$ cat config.mk
export PLATFORM = sky130hd
export DESIGN_NAME = pci_bus_arbiter
export DESIGN_NICKNAME = d
export VERILOG_FILES = /design/src/rtl/pci_arb_pkg.sv /design/src/rtl/pci_rr_picker.sv /design/src/rtl/pci_bus_arbiter.sv
export SDC_FILE = /design/constraint.sdc
export NUM_CORES = 1
export LEC_CHECK = 0
export CAP_MARGIN = 10
export CELL_PAD_IN_SITES_DETAIL_PLACEMENT = 2
export CELL_PAD_IN_SITES_GLOBAL_PLACEMENT = 2
export CORE_MARGIN = 2
export CORE_UTILIZATION = 37
export DETAILED_ROUTE_END_ITERATION = 12
export GPL_TIMING_DRIVEN = 1
export HOLD_SLACK_MARGIN = 0.05
export PLACE_DENSITY = 0.94
export SETUP_SLACK_MARGIN = 0.1
export SYNTH_ARGS = -nofsm -noshare
export SYNTH_HDL_FRONTEND = slang
export SYNTH_SLANG_ARGS = --single-unit
export TNS_END_PERCENT = 50
$ cat constraint.sdc
create_clock -name clk -period 5.65 [get_ports clk]
set_input_delay 0.565 -clock clk [delete_from_list [all_inputs] [get_ports clk]]
set_output_delay 0.565 -clock clk [all_outputs]
set_load 0.005 [all_outputs]
$ cat src/rtl/pci_arb_pkg.sv
// Shared types and default parameters for the PCI bus arbiter.
package pci_arb_pkg;

    typedef enum logic [1:0] {
        ST_PARK,
        ST_GRANT,
        ST_BUSY,
        ST_TURN
    } arb_state_t;

    localparam int DEF_NUM_MASTERS = 4;
    localparam int DEF_PARK_MASTER = 0;
    localparam int DEF_LAT_TIMEOUT = 16;

endpackage

$ cat src/rtl/pci_rr_picker.sv
// Round-robin winner search: first requester after last_grant, wrapping.
module pci_rr_picker
    import pci_arb_pkg::*;
#(
    parameter int  NUM_MASTERS = DEF_NUM_MASTERS,
    localparam int IDX_W       = $clog2(NUM_MASTERS)
) (
    input  logic [NUM_MASTERS-1:0] requests,
    input  logic [IDX_W-1:0]       last_grant,
    output logic                   valid,
    output logic [IDX_W-1:0]       index
);

    int j;

    // Walk from the farthest candidate to the nearest so the nearest wins.
    always_comb begin
        valid = 1'b0;
        index = '0;
        j     = 0;
        for (int k = NUM_MASTERS; k >= 1; k--) begin
            j = (int'(last_grant) + k) % NUM_MASTERS;
            if (requests[IDX_W'(j)]) begin
                valid = 1'b1;
                index = IDX_W'(j);
            end
        end
    end

endmodule

$ cat src/rtl/pci_bus_arbiter.sv
// PCI central arbiter: round-robin grants, bus parking, hidden arbitration
// and a latency timeout for grantees that never start a transaction.
module pci_bus_arbiter
    import pci_arb_pkg::*;
#(
    parameter int  NUM_MASTERS = DEF_NUM_MASTERS,
    parameter int  PARK_MASTER = DEF_PARK_MASTER,
    parameter int  LAT_TIMEOUT = DEF_LAT_TIMEOUT,
    localparam int IDX_W       = $clog2(NUM_MASTERS)
) (
    input  logic                   clk,
    input  logic                   reset,
    input  logic [NUM_MASTERS-1:0] REQ_,
    input  logic                   FRAME_,
    input  logic                   IRDY_,
    output logic [NUM_MASTERS-1:0] GNT_,
    output logic [IDX_W-1:0]       owner,
    output logic                   parked,
    output logic                   timeout
);

    localparam int               CNT_W    = $clog2(LAT_TIMEOUT + 1);
    localparam logic [IDX_W-1:0] PARK_IDX = IDX_W'(PARK_MASTER);

    function automatic logic [NUM_MASTERS-1:0] onehot(input logic [IDX_W-1:0] i);
        logic [NUM_MASTERS-1:0] v;
        v    = '0;
        v[i] = 1'b1;
        return v;
    endfunction

    arb_state_t             state;
    logic [IDX_W-1:0]       last_grant;
    logic [CNT_W-1:0]       cnt;
    logic                   skip;
    logic                   bus_idle_q;

    logic                   bus_idle;
    logic                   start;
    logic [NUM_MASTERS-1:0] req;
    logic [NUM_MASTERS-1:0] others;
    logic [NUM_MASTERS-1:0] pick_req;
    logic [CNT_W-1:0]       cnt_inc;
    logic                   pick_vld;
    logic [IDX_W-1:0]       pick_idx;

    assign bus_idle = FRAME_ & IRDY_;
    assign start    = bus_idle_q & ~FRAME_;
    assign req      = ~REQ_;
    assign others   = req & ~onehot(owner);
    assign cnt_inc  = cnt + CNT_W'(1);
    // A master that just timed out sits out the arbitration round that follows.
    assign pick_req = skip ? others : req;

    pci_rr_picker #(
        .NUM_MASTERS(NUM_MASTERS)
    ) u_picker (
        .requests  (pick_req),
        .last_grant(last_grant),
        .valid     (pick_vld),
        .index     (pick_idx)
    );

    always_ff @(posedge clk or posedge reset) begin
        if (reset) begin
            state      <= ST_TURN;
            GNT_       <= '1;
            owner      <= '0;
            parked     <= 1'b0;
            timeout    <= 1'b0;
            cnt        <= '0;
            last_grant <= IDX_W'(NUM_MASTERS - 1);
            skip       <= 1'b0;
            bus_idle_q <= 1'b1;
        end else begin
            timeout    <= 1'b0;
            bus_idle_q <= bus_idle;
            case (state)
                ST_TURN: begin
                    skip <= 1'b0;
                    if (pick_vld) begin
                        state      <= ST_GRANT;
                        owner      <= pick_idx;
                        last_grant <= pick_idx;
                        cnt        <= '0;
                        GNT_       <= ~onehot(pick_idx);
                    end else begin
                        state  <= ST_PARK;
                        owner  <= PARK_IDX;
                        parked <= 1'b1;
                        GNT_   <= ~onehot(PARK_IDX);
                    end
                end
                ST_PARK: begin
                    if (start) begin
                        state  <= ST_BUSY;
                        parked <= 1'b0;
                    end else if (pick_vld && pick_idx == PARK_IDX) begin
                        state      <= ST_GRANT;
                        last_grant <= PARK_IDX;
                        cnt        <= '0;
                        parked     <= 1'b0;
                    end else if (|req) begin
                        state  <= ST_TURN;
                        parked <= 1'b0;
                        GNT_   <= '1;
                    end
                end
                ST_GRANT: begin
                    if (start) begin
                        state <= ST_BUSY;
                    end else if (bus_idle && !req[owner]) begin
                        state <= ST_TURN;
                        GNT_  <= '1;
                    end else if (bus_idle) begin
                        if (cnt_inc == CNT_W'(LAT_TIMEOUT)) begin
                            state   <= ST_TURN;
                            GNT_    <= '1;
                            timeout <= 1'b1;
                            skip    <= 1'b1;
                            cnt     <= '0;
                        end else begin
                            cnt <= cnt_inc;
                        end
                    end
                end
                ST_BUSY: begin
                    // Any other request releases the grant early; the new
                    // grantee still has to wait for the bus to go idle.
                    if (|others) begin
                        state <= ST_TURN;
                        GNT_  <= '1;
                    end else if (bus_idle) begin
                        if (req[owner]) begin
                            state      <= ST_GRANT;
                            last_grant <= owner;
                            cnt        <= '0;
                        end else if (owner == PARK_IDX) begin
                            state  <= ST_PARK;
                            parked <= 1'b1;
                        end else begin
                            state <= ST_TURN;
                            GNT_  <= '1;
                        end
                    end
                end
                default: begin
                    state <= ST_TURN;
                    GNT_  <= '1;
                end
            endcase
        end
    end

endmodule

# After elaboration in Yosys (flattened, before gate mapping)
# Index checks and enable logic that the tools add are counted.
dict set report totals {
  ff_bits 19
  in_bits 8
}
dict set report op_classes {
  add_sub_neg 5
  n_lt_le_gt_ge 8
  eq_ne 27
  n_mux 91
  bitwise 7
  reduce_logical 18
}
# operator count
set op_table {}
lappend op_table {{2-to-1 mux 4 bit} 13}
lappend op_table {{2-to-1 mux 5 bit} 10}
lappend op_table {{2-to-1 mux 2 bit} 22}
lappend op_table {{2-to-1 mux 1 bit} 33}
lappend op_table {{inequality test 2 bit, second input constant} 15}
lappend op_table {{one-hot mux 5 bit (4 select lines)} 1}
lappend op_table {{AND reduction 9 bit} 2}
lappend op_table {{less-than comparator 2 x 4 -> 1 bit, second input constant} 4}
lappend op_table {{one-hot mux 4 bit (4 select lines)} 1}
lappend op_table {{inequality test 3 bit, second input constant} 5}
lappend op_table {{AND reduction 7 bit} 2}
lappend op_table {{inequality test 4 bit, second input constant} 3}
lappend op_table {{inverter 4 bit} 3}
lappend op_table {{binary-select mux 1 bit (select 2 bit)} 5}
lappend op_table {{one-hot mux 2 bit (4 select lines)} 1}
lappend op_table {{OR reduction 4 bit} 2}
lappend op_table {{zero test 2 bit} 3}
lappend op_table {{less-than comparator 2 x 3 -> 1 bit, second input constant} 2}
lappend op_table {{one-hot mux 2 bit (3 select lines)} 1}
lappend op_table {{adder 5 x 1 -> 5 bit, second input constant} 1}
lappend op_table {{== test 5 bit, second input constant} 1}
lappend op_table {{AND reduction 5 bit} 1}
lappend op_table {{adder 2 x 1 -> 2 bit, second input constant} 2}
lappend op_table {{adder 2 bit, second input constant} 2}
lappend op_table {{other kinds (14)} 21}

# Depth between registers and ports, before layout
dict set report logic_depth {
  ltp_word 21
  mapped_depth 9
  depth_no_buf 7
}

# Modules after synthesis
# A second synthesis with hierarchy kept.
dict set report unflattened {
  cells_unflattened 148
  hier_area_um2 1343.8
}
# mod n_inst cells_per_inst area_per_inst_um2
set modules_own_cells {}
lappend modules_own_cells {pci_bus_arbiter 1 134 1252.5}
lappend modules_own_cells {pci_rr_picker 1 14 91.3}

# Worst setup path before layout
# OpenSTA, ideal clock, no wires.
dict set report synth_path {
  path_type {input to register}
  startpoint {input port REQ_[2]}
  endpoint {register GNT_[1]}
  setup_ns 0.075
  arrival_time_ns 2.134
  required_ns 5.575
  setup_slack_ns 3.441
  path_stages 8
  path_buffers 1
  path_cell_list {buf_6 -> mux2i_1 -> o21bai_1 -> a21o_1 -> a311o_1 -> or3_1 -> a21oi_2 -> a2bb2oi_1}
}
dict set report synth_via {
  elab_chain_len 17
}
# item line
set synth_rtl {}
lappend synth_rtl {{start: declaration} pci_bus_arbiter.sv:13} ;# input logic [NUM_MASTERS-1:0] REQ_,
lappend synth_rtl {{inverter 4 bit (*)} pci_bus_arbiter.sv:49} ;# assign req = ~REQ_;
lappend synth_rtl {{AND 4 bit} pci_bus_arbiter.sv:50} ;# assign others = req & ~onehot(owner);
lappend synth_rtl {{2-to-1 mux 4 bit} pci_bus_arbiter.sv:53} ;# assign pick_req = skip ? others : req;
lappend synth_rtl {{binary-select mux 1 bit (select 2 bit)} pci_rr_picker.sv:23} ;# if (requests[IDX_W'(j)]) begin
lappend synth_rtl {{2-to-1 mux 1 bit (implied by the code) (2 in a row)} pci_rr_picker.sv:23}
lappend synth_rtl {{2-to-1 mux 2 bit (4 in a row)} pci_rr_picker.sv:23}
lappend synth_rtl {{less-than comparator 2 x 3 -> 1 bit (implied by the code) or >= comparator 2 x 1 -> 1 bit (tied branches)} pci_bus_arbiter.sv:28} ;# v[i] = 1'b1;
lappend synth_rtl {{logical AND 1 bit (implied by the code)} pci_bus_arbiter.sv:28}
lappend synth_rtl {{2-to-1 mux 1 bit (implied by the code)} pci_bus_arbiter.sv:28}
lappend synth_rtl {{demux 1 bit (select 2 bit)} pci_bus_arbiter.sv:28}
lappend synth_rtl {{inverter 4 bit} pci_bus_arbiter.sv:86} ;# GNT_ <= ~onehot(pick_idx);
lappend synth_rtl {{2-to-1 mux 4 bit} pci_bus_arbiter.sv:81} ;# if (pick_vld) begin
lappend synth_rtl {{one-hot mux 4 bit (4 select lines)} pci_bus_arbiter.sv:78} ;# case (state)
lappend synth_rtl {{end signal: assignment} pci_bus_arbiter.sv:86}
lappend synth_rtl {{end signal: assignment} pci_bus_arbiter.sv:91} ;# GNT_ <= ~onehot(PARK_IDX);
lappend synth_rtl {{end: declaration} pci_bus_arbiter.sv:16} ;# output logic [NUM_MASTERS-1:0] GNT_,
# Every way passes the cells marked *; elsewhere a longest branch is shown, timed or not. The select of a mux whose other input is x is not followed.
# A chain may end at the register's enable or synchronous reset.

# Final worst setup path
dict set report layout_path {
  startpoint {input port REQ_[3]}
  endpoint {register GNT_[3]}
}
# Same word-level chain as after synthesis.

==> results.toml <==
[pwr]
cellPowerDensity_nw_per_um2 = 447.1
clock_power_share = 0.126
power.ir.vdd_worst_v = 0.0002069
share_seq_of_total_power = 0.406
swShare = 0.4444
comb_pwr_share = 0.468
power.leakage_nw = 0.7018
p_int_uw = 429.9
p_switching_uw = 343.8

[global_routing]
global_route.usage.total = 0.2019
globalRoute.totalOverflow = 0
grt_start_max_net_pins = 26
antenna_violations_before_repair = 0
grt_pass1_wl_um = 8148
number_of_global_route_vias_before_repair = 1604

[clocking]
cts_root_buffer = "clkbuf_8"
cts_sinks = 19
insertion_delay_to_the_later_sink_of_the_worst_skew_pair_ns = 0.26
tritoncts = "done"
cts-hold-fix-buffers = 0
cts_buffer_depth = 2
cts_h_tree_depth = 1
post-cts-setup-buffers = 0
path_clk_slew_ns = 0.07
cts_resized = 0
cts_inserted_buffers = 3

[drt]
dr.pass1.iters = 4
wl_um = 4743
antenna_violating_nets_post_route = 0
avgViaCountPerCell = 6.177
drc_errors = 0
via_count = 1464
post_drt_wl_per_cell_um = 20.01
drt_iter0_drc = 80

[timing]
timing.final.crit_period_ns = 2.913
final-hold-violation-count = 0
final-setup-viol-count = 0
final_min_period_over_clock_period = 0.5156
timing.fmax_ghz = 0.3433
max_slew_margin = 0.4763
totalNegativeSetupSlack_ns = 0
fin_worst_skew_ns = 0.002431
slew_viol_final = 0
worst-slew-pin-transition_ns = 0.7855
rsz_0062_raised_after_global_routing = "false"

[synth]
postSynthAreaPerCell_um2 = 8.697
synthCells = 182
synth_async_reset_ratio = 1.000
synth_top_cell_area_share = 0.1581
synthesis.yosys.warnings = 0
synth_top_area_cell = "dfrtp_1"
synthTopCellsByArea = "dfrtp_1 16%, dfstp_2 15%, a21oi_1 6.0%"
synth_fp_nets = 191
synth-seq-cells = 19
synth.yosys.seq_area_share = 0.3075
synth_edf_count = 0
post_synth_num_cell_types = 66
postSynth.topFlopCell = "dfrtp_1"
synth.cell_area_um2 = 1583

[flow_run]
max_cap_violations = 0

[layout]
fin_nets = 197
post_route_cells_drive_above_1_share = 0.1283
layout.area.seq_um2 = 486.7
areaGrowthSynthToFinish_pct = 9.328
post-route-util = 0.4265
diodes = 0
n_fill_cell = 457
multi_input_area_um2 = 959.7
mostFrequentLayoutCell = "a21oi_1"
final_cell_mix = "19 x a21oi_1, 15 x nand2_1, 15 x nor2_1, 15 x clkdlybuf4s50_1, 10 x dfrtp_1"

[critical_path]
crit_path_end_kind = "flip-flop"
crit_start = "REQ_[3]"
cp.arrival_ns = 3.10
timing.critical_path.slowest_stage_cell = "clkdlybuf4s50_1"
worstPathRequired_ns = 5.83
timing.reg2reg.setup_slack_ns = 2.85
worst_reg2reg_startpoint = "owner[0]"
path_cells = "clkdlybuf4s50_1 -> nor4bb_2 -> o21bai_1 -> a21o_1 -> a311o_1 -> or3_1 -> a21oi_2 -> a2bb2oi_1"
timing.setup.critical_path_class = "input pin to flip-flop"
crit_path_max_fanout = 12
critical_path.startpoint_type = "input pin"
cpPeakStageDelay_ns = 0.62

[floorplan]
ios = 16
die_area_um2 = 4817
core-area_um2 = 4058
floorplan.die.height_um = 69.41
placementRows = 23
die_x_um = 69.41
floorplan.initialDensity = 0.3901

[min_path]
holdCritStartpoint = "GNT_[1]"
hold_class = "flip-flop to flip-flop"

[place]
dpl.hpwl_um = 3513
portBuffers = 15
rd_place_congestion = 0.8242

[outcome]
outcome = "finished clean"
-- power groups by stage --
| stage | Clock [mW] | Sequential (mW) | Combinational, mW |
|---|---|---|---|
| finish | 0.0972 | 0.314 | 0.362 |
| global route | 0.106 | 0.328 | 0.400 |
| CTS | 0.0989 | 0.313 | 0.364 |
| detailed placement | 0 | 0.314 | 0.358 |
| global placement | 0 | 0.302 | 0.336 |
| floorplan | 0 | 0.232 | 0.333 |
-- per-layer routing --
metal  track usage  routed length (µm)  vias to the layer above
met5             0                   0                        -
met4       0.02397                  11                        0
met3       0.03488                 122                        2
met2        0.3558                2446                       19
met1        0.2658                2163                      751
li1              -                   -                      692
-- registers in the layout, summed over array words and instances, names as in the netlist --
| name | flops |
|---|---|
| skip | 1 |
| parked | 1 |
| GNT_ | 4 |
| timeout | 1 |
| state | 2 |
| bus_idle_q | 1 |
| last_grant | 2 |
| cnt | 5 |
| owner | 2 |
-- layout make-up --
type                    count  area share
inverters                   7     0.01518
repair buffers             15     0.08677
clock buffers               4     0.02603
multi-input cells         142      0.5546
well taps                  50     0.03615
flip-flops and latches     19      0.2813
-- cells by family (layout without fill, tap and decap cells) --
kind of cell    count (synthesis)  count (layout)  synth area share
buf+inv                        21              26           0.08617
simple gates                   71              71            0.2664
flops                          19              19            0.3075
fa+ha+maj                       1               1          0.007904
compound gates                 66              66            0.2980
mux                             4               4           0.03399
-- worst max-delay path, delay by kind of cell --
kind,cells,cell delay [ns]
simple gates,2,0.68
buf+inv,1,0.62
compound gates,5,1.22
-- Yosys cell counts, drive strengths merged (2+ instances only) --
cell type,number
dfrtp,10
mux2i,2
dfstp,9
nor2,16
a211o,3
nor3b,3
nand3,7
inv,7
nand3b,3
a2bb2oi,3
o22ai,2
nor2b,3
a21oi,20
o2111a,2
nand2,15
or2b,2
a21o,3
o21bai,4
a31oi,4
and3,4
a22o,4
a211oi,2
and2b,2
o21ai,7
buf,12
clkbuf,2
nor3,3
-- path summary, 6_finish.rpt --
kind                       endpoint  cells past startpoint
max                         GNT_[3]                      8
min                         GNT_[1]                      1
min reg2reg                 GNT_[1]                      1
min in group asynchronous  owner[1]                      2
max in group asynchronous    parked                      2
max reg2reg                 GNT_[3]                      7
-- stage by stage --
step	instance area [µm²]	setup WS, ns	std cells	power [mW]	hold slack, ns
floorplan	1583	3.441	182	0.5654	0.4860
global placement	1685	2.690	233	0.6386	0.4910
detailed placement	1685	2.482	233	0.6720	0.5022
CTS	1730	2.733	237	0.7754	0.5129
global route	1730	2.573	237	0.8337	0.5216
finish	1730	2.737	237	0.7737	0.5115
Note: power is estimated with default switching activity, not from simulation.
